File: config.mk
export PLATFORM = sky130hd
export DESIGN_NAME = fetch_stage
export DESIGN_NICKNAME = d
export VERILOG_FILES = /design/src/rtl/fetch_stage.sv
export SDC_FILE = /design/constraint.sdc
export NUM_CORES = 1
export LEC_CHECK = 0
export CAP_MARGIN = 10
export CORE_MARGIN = 2
export CORE_UTILIZATION = 40
export CTS_BUF_LIST = sky130_fd_sc_hd__clkbuf_16
export DETAILED_ROUTE_END_ITERATION = 16
export PLACE_DENSITY = 0.7
export SLEW_MARGIN = 25
export SYNTH_ARGS = -nofsm -noshare
export SYNTH_HDL_FRONTEND = slang
export SYNTH_SLANG_ARGS = --single-unit
File: constraint.sdc
create_clock -name Clk -period 7.6 [get_ports Clk]
set_input_delay 1.9 -clock Clk [delete_from_list [all_inputs] [get_ports Clk]]
set_output_delay 1.9 -clock Clk [all_outputs]
set_load 0.03 [all_outputs]
File: src/rtl/fetch_stage.sv
// fetch_stage: drives the PC onto the instruction-memory bus and assembles
// one- or two-word instructions. A two-word instruction is a 16-bit opcode
// followed by a 16-bit immediate. The stage computes the sequential next PC
// and holds the IF/ID pipeline register, with stall and flush control.
module fetch_stage #(
   parameter int          IMM_FLAG_BIT = 0,
   parameter logic [15:0] NOP_WORD     = 16'h0000
) (
   input  logic        Clk,
   input  logic        Rst,
   input  logic        Stall,
   input  logic        Flush,
   input  logic [31:0] PC,
   output logic [31:0] InstrMemAddr,
   input  logic [15:0] InstrMemData,
   output logic [31:0] NextPC,
   output logic [15:0] IFID_Instr,
   output logic [15:0] IFID_Imm,
   output logic        IFID_HasImm,
   output logic [31:0] IFID_PC,
   output logic [31:0] IFID_PCNext,
   output logic        IFID_Valid
);

   typedef enum logic {
      S_OP  = 1'b0,
      S_IMM = 1'b1
   } state_t;

   state_t      state_q, state_d;
   logic [15:0] op_word_q, op_word_d;
   logic [31:0] op_pc_q, op_pc_d;
   logic [15:0] ifid_instr_q, ifid_instr_d;
   logic [15:0] ifid_imm_q, ifid_imm_d;
   logic        ifid_has_imm_q, ifid_has_imm_d;
   logic [31:0] ifid_pc_q, ifid_pc_d;
   logic [31:0] ifid_pc_next_q, ifid_pc_next_d;
   logic        ifid_valid_q, ifid_valid_d;

   logic [31:0] pc_plus_one_s;
   logic        imm_flag_s;
   logic        hold_pc_s;

   // The PC wraps modulo 2^32.
   assign pc_plus_one_s = PC + 32'd1;
   assign imm_flag_s    = InstrMemData[IMM_FLAG_BIT];

   // Only a plain stall freezes the PC. Reset and flush always let it advance,
   // and the PC register's redirect path overrides it when needed.
   assign hold_pc_s     = Stall & ~Flush & ~Rst;

   assign InstrMemAddr  = PC;
   assign NextPC        = hold_pc_s ? PC : pc_plus_one_s;

   // Next-state logic for the opcode/immediate FSM and the IF/ID register.
   always_comb begin
      state_d        = state_q;
      op_word_d      = op_word_q;
      op_pc_d        = op_pc_q;
      ifid_instr_d   = ifid_instr_q;
      ifid_imm_d     = ifid_imm_q;
      ifid_has_imm_d = ifid_has_imm_q;
      ifid_pc_d      = ifid_pc_q;
      ifid_pc_next_d = ifid_pc_next_q;
      ifid_valid_d   = ifid_valid_q;
      if (Flush) begin
         // Kill whatever is in flight, including a half-fetched opcode.
         state_d        = S_OP;
         op_word_d      = NOP_WORD;
         op_pc_d        = 32'd0;
         ifid_instr_d   = NOP_WORD;
         ifid_imm_d     = NOP_WORD;
         ifid_has_imm_d = 1'b0;
         ifid_pc_d      = 32'd0;
         ifid_pc_next_d = 32'd0;
         ifid_valid_d   = 1'b0;
      end else if (Stall) begin
         state_d = state_q;
      end else begin
         case (state_q)
            S_OP: begin
               if (imm_flag_s) begin
                  // Park the opcode and emit a bubble while the immediate is fetched.
                  op_word_d    = InstrMemData;
                  op_pc_d      = PC;
                  ifid_valid_d = 1'b0;
                  state_d      = S_IMM;
               end else begin
                  ifid_instr_d   = InstrMemData;
                  ifid_imm_d     = NOP_WORD;
                  ifid_has_imm_d = 1'b0;
                  ifid_pc_d      = PC;
                  ifid_pc_next_d = pc_plus_one_s;
                  ifid_valid_d   = 1'b1;
                  state_d        = S_OP;
               end
            end
            S_IMM: begin
               // The immediate word is taken verbatim. It is never flag-decoded.
               ifid_instr_d   = op_word_q;
               ifid_imm_d     = InstrMemData;
               ifid_has_imm_d = 1'b1;
               ifid_pc_d      = op_pc_q;
               ifid_pc_next_d = pc_plus_one_s;
               ifid_valid_d   = 1'b1;
               state_d        = S_OP;
            end
            default: begin
               state_d      = S_OP;
               ifid_valid_d = 1'b0;
            end
         endcase
      end
   end

   // State and IF/ID register, with a synchronous reset that takes priority.
   always_ff @(posedge Clk) begin
      if (Rst) begin
         state_q        <= S_OP;
         op_word_q      <= NOP_WORD;
         op_pc_q        <= 32'd0;
         ifid_instr_q   <= NOP_WORD;
         ifid_imm_q     <= NOP_WORD;
         ifid_has_imm_q <= 1'b0;
         ifid_pc_q      <= 32'd0;
         ifid_pc_next_q <= 32'd0;
         ifid_valid_q   <= 1'b0;
      end else begin
         state_q        <= state_d;
         op_word_q      <= op_word_d;
         op_pc_q        <= op_pc_d;
         ifid_instr_q   <= ifid_instr_d;
         ifid_imm_q     <= ifid_imm_d;
         ifid_has_imm_q <= ifid_has_imm_d;
         ifid_pc_q      <= ifid_pc_d;
         ifid_pc_next_q <= ifid_pc_next_d;
         ifid_valid_q   <= ifid_valid_d;
      end
   end

   assign IFID_Instr  = ifid_instr_q;
   assign IFID_Imm    = ifid_imm_q;
   assign IFID_HasImm = ifid_has_imm_q;
   assign IFID_PC     = ifid_pc_q;
   assign IFID_PCNext = ifid_pc_next_q;
   assign IFID_Valid  = ifid_valid_q;

endmodule

# Word-level counts from Yosys, hierarchy flattened
# Cells that the tools add are included.
dict set report word_totals {
  regBits 147
  latch_bits 0
  ramBits 0
  rom_bits 0
  in_bits 52
  output_inout_bits 162
  word_cells 35
  mem_count 0
}
dict set report classes {
  addsub 1
  n_mul 0
  n_div 0
  magnitude_cmp 0
  n_eq_ne 1
  n_shift 0
  muxes 15
  bitwise 6
  n_reduce_logical 3
}
# operator n
set op_table {}
lappend op_table {{one-hot mux 32 bit (2 select lines)} 2}
lappend op_table {{two-way mux 32 bit} 3}
lappend op_table {{one-hot mux 16 bit (2 select lines)} 2}
lappend op_table {{adder 32 x 1 -> 32 bit (second input constant)} 1}
lappend op_table {{two-way mux 16 bit} 2}
lappend op_table {{one-hot mux 1 bit (2 select lines)} 3}
lappend op_table {{NOT 1 bit} 4}
lappend op_table {{two-way mux 1 bit} 3}
lappend op_table {{AND reduction 3 bit} 1}
lappend op_table {{bitwise AND 1 bit} 2}
lappend op_table {{inequality test 2 bit (second input constant)} 1}
lappend op_table {{AND reduction 2 bit} 1}
lappend op_table {{OR reduction 2 bit} 1}

# Longest topological paths before layout
dict set report depth {
  depth_word 4
  mapped_depth 7
  depth_no_buf 6
}

# Worst setup path after synthesis
# No wires, ideal clock.
dict set report synth_timing {
  path_kind {input -> output}
  startpoint {input PC[0]}
  endpoint {output NextPC[20]}
  arrival_ns 3.687
  required_ns 5.700
  setup_slack_ns 2.013
  path_stages 7
  n_path_buf 1
  cell_sequence {ha_1 -> nand4_1 -> nor4_4 -> and3_1 -> buf_2 -> nand3_1 -> xnor2_1}
}
dict set report synth_via {
  elab_chain_cells 2
}
# item line
set synth_rtl {}
lappend synth_rtl {{start: declaration} 13} ;# input logic [31:0] PC,
lappend synth_rtl {{adder 32 x 1 -> 32 bit} 45} ;# assign pc_plus_one_s = PC + 32'd1;
lappend synth_rtl {{two-way mux 32 bit} 53} ;# assign NextPC = hold_pc_s ? PC : pc_plus_one_s;
lappend synth_rtl {{end: declaration} 16} ;# output logic [31:0] NextPC,
# Every way passes these cells.

# Worst setup path in the final report
# Ends and elaborated chain as after synthesis.

==> reports/metrics.csv <==
stage,metric,value,unit
critical_path,CP max stage delay,0.69,ns
critical_path,crit-path most repeated cell,clkdlybuf4s50_1,
critical_path,Worst EP arrival,5.18,ns
global_routing,first-pass GRT wire length,30500,um
synth,ys flop type,dfxtp_1,
cells_and_area,synth-to-layout area growth,36.8,%
route,DRT Pass-1 Iters,4,
run,Max Cap Viol,0,
route,DR vias/cell,5.20,
critical_path,Worst path slowest cell,clkdlybuf4s50_1,
synth,Adder-Cell Fraction of Synth Area,0.183,%
critical_path,CP Class,in2out,
die,row cnt,47,
hold_path,worst min path class,reg2reg,
sta,Hold WS,0.454,ns
power,leakage power,3.20,nW
critical_path,crit-path cells,"clkdlybuf4s50_1, ha_1, nand4_1, nor4_4, and3_1, nand3_1, xnor2_1, clkdlybuf4s50_1",
status,status,completed,
clocking,Post-CTS Repair Setup Buffers,0,
clocking,CTS resizes,0,
cells_and_area,fin nets,979,
synth,register area share after synthesis,43.1,%
cells_and_area,ANT cells,0,
placed_design,DPL Wire Length,12800,um
clocking,CTS buffer count,17,
synth,asr flop ratio synth,0,%
synth,Mapped Area,6830,um2
sta,final setup vio count,0,
synth,Synth top area share,43.1,%
clocking,Max H-tree Level,4,
synth,top cell type by total area after synthesis,dfxtp_1,
power,maximum VDD drop,0.147,mV
route,Iteration-0 DRC Markers,279,
global_routing,vias in the first global route,5669,
global_routing,gr usage total,21.2,%
die,Die W,135,um
cells_and_area,layout cell share with drive strength beyond 1,6.08,%
synth,Yosys reg bits,147,
global_routing,total grt overflow,0,
route,WL per Instance,16.6,um
sta,fin crit share,93.2,%
route,Routed WL,19200,um
global_routing,initial antenna violation count,0,
sta,"Min Clock Period, post-route",7.08,ns
synth,cell with the most instances after synthesis,dfxtp_1,
synth,Avg Synthesized Cell Area,8.59,um2
route,DR DRC count,0,
critical_path,"Req. time, crit path",5.70,ns
sta,Hold Fails Final Rpt,0,
sta,max-slew violations,0,
synth,main area contributors after synthesis,"dfxtp_1 (43%), mux2i_1 (7.0%), nand2_1 (6.3%)",
placed_design,port bufs,213,
sta,worst slew pin tran,0.918,ns
synth,commonest cells in the synthesized netlist,"dfxtp_1 (147), nand2_1 (115), nor2_1 (78)",
synth,synthesized instance count,795,
placed_design,RD Place Congestion,0.864,
sta,highest clock rate,141,MHz
clocking,Worst-path clk slew,0.06,ns
clocking,Sink Count,147,
die,Initial Utilization,41.0,%
synth,post-synthesis mux area share,7.04,%
synth,post-synthesis simple-gate area fraction,17.9,%
die,Ports,214,
synth,Mapped Nets,848,
clocking,CTS tree,done,
synth,Ys Warns,0,
die,die height,135,um
critical_path,CP max FO,10,
synth,Synth cell types,38,
synth,compound-gate portion of the synthesized area,15.4,%
synth,"EDFF count, synth",0,
clocking,Clock Tree Buf Depth,2,
sta,TNS Setup,0,ns
clocking,hold_buf cts,0,
critical_path,Setup crit end kind,output port,
sta,relative slew slack,38.8,%
synth,largest family of logic cells by synthesized area,simple AND/OR/NAND/NOR gates,
power,Pwr Density,210,nW/um2
sta,Clock Skew,0.00973,ns
synth,fraction of synthesized cell area in xor and xnor cells,7.82,%
die,Core ar.,16600,um2
critical_path,Startpoint Class,input pin,
placed_design,placed cell count,1127,
route,via count,6012,
cells_and_area,"non-filler cells, final",1157,
sta,RSZ-0062 raised after global routing,no,
route,Routed Antenna Nets,0,
clocking,CTS root buffer,clkbuf_16,
clocking,clk_lat worst skew,0.42,ns
global_routing,largest net degree at the start of global routing,89,
die,die area,18100,um2
==> cell type report <==
cell class,count,area (um2)
clock inverter,12,129
fill,1555,7300
clock buffer,18,450
timing repair buffer,221,2190
multi-input combinational,537,3340
tap,220,275
sequential,147,2950
inverter,2,7.51
==> path summary, 6_finish.rpt <==
check | slack, ns | cells past startpoint | end | from
worst max register to register | 4.25 | 6 | IFID_PC[22]$_SDFFE_PP0P_ | state_q$_SDFFE_PP0N_
worst min-delay path | 0.45 | 2 | op_word_q[6]$_SDFFE_PP0P_ | op_word_q[6]$_SDFFE_PP0P_
worst max-delay path | 0.52 | 8 | NextPC[20] | PC[0]
worst min register to register | 0.45 | 2 | op_word_q[6]$_SDFFE_PP0P_ | op_word_q[6]$_SDFFE_PP0P_
==> cell usage in the layout, fill, tap and decap left out, drive strengths merged, types with 17 or more instances in the layout <==
cell,Yosys,layout
nand2,116,116
xnor2,36,36
dfxtp,147,147
mux2i,48,48
a21oi,70,70
clkdlybuf4s50,0,213
clkbuf,52,18
nor2,78,78
o21ai,23,23
a22o,17,17
xor2,25,25
a211oi,57,57
==> critical path: cells and delay by family <==
kind / cells / cell delay, ns
buffers and inverters: 2 / 1.38
adder cells (fa/ha/maj): 1 / 0.29
XOR/XNOR: 1 / 0.17
AND/OR/NAND/NOR: 4 / 1.44
==> per-stage QoR <==
step,setup slack [ns],instance area [um2],util (%),total power [mW]
final,0.518,9340,56.1,1.96
after global routing,0.290,9340,56.1,2.03
after CTS,0.572,9340,56.1,1.98
after detailed placement,0.598,8760,52.6,1.15
after global placement,0.638,8750,52.6,1.14
after floorplan,2.01,6830,-,1.02
==> logic make-up after synthesis <==
| family | count (synthesis) |
|---|---|
| AO/OA/AOI/OAI | 168 |
| multiplexers | 48 |
| flip-flops | 147 |
| buffers and inverters | 111 |
| XOR/XNOR | 61 |
| adder cells (fa/ha/maj) | 1 |
| AND/OR/NAND/NOR | 259 |
==> routing by layer <==
metal  up-vias  GRT usage, %  share of wire (%)
met2       227          33.7                 45
met4         0          7.37                2.3
met5         -             0                  0
li1       2961             -                  -
met3        32          6.64                7.7
met1      2792          27.3                 45
==> registers in the layout, indices dropped and copies added, names as in the netlist <==
name	flops
IFID_HasImm	1
op_word_q	16
op_pc_q	32
IFID_PC	32
IFID_PCNext	32
IFID_Imm	16
state_q	1
IFID_Valid	1
IFID_Instr	16
==> where the power goes <==
part	switching [mW]	leakage [nW]	internal (mW)
clock network	0.329	0.289	0.500
logic	0.193	1.71	0.125
registers	0.0165	1.19	0.793
Note: power is estimated with default switching activity, not from simulation.
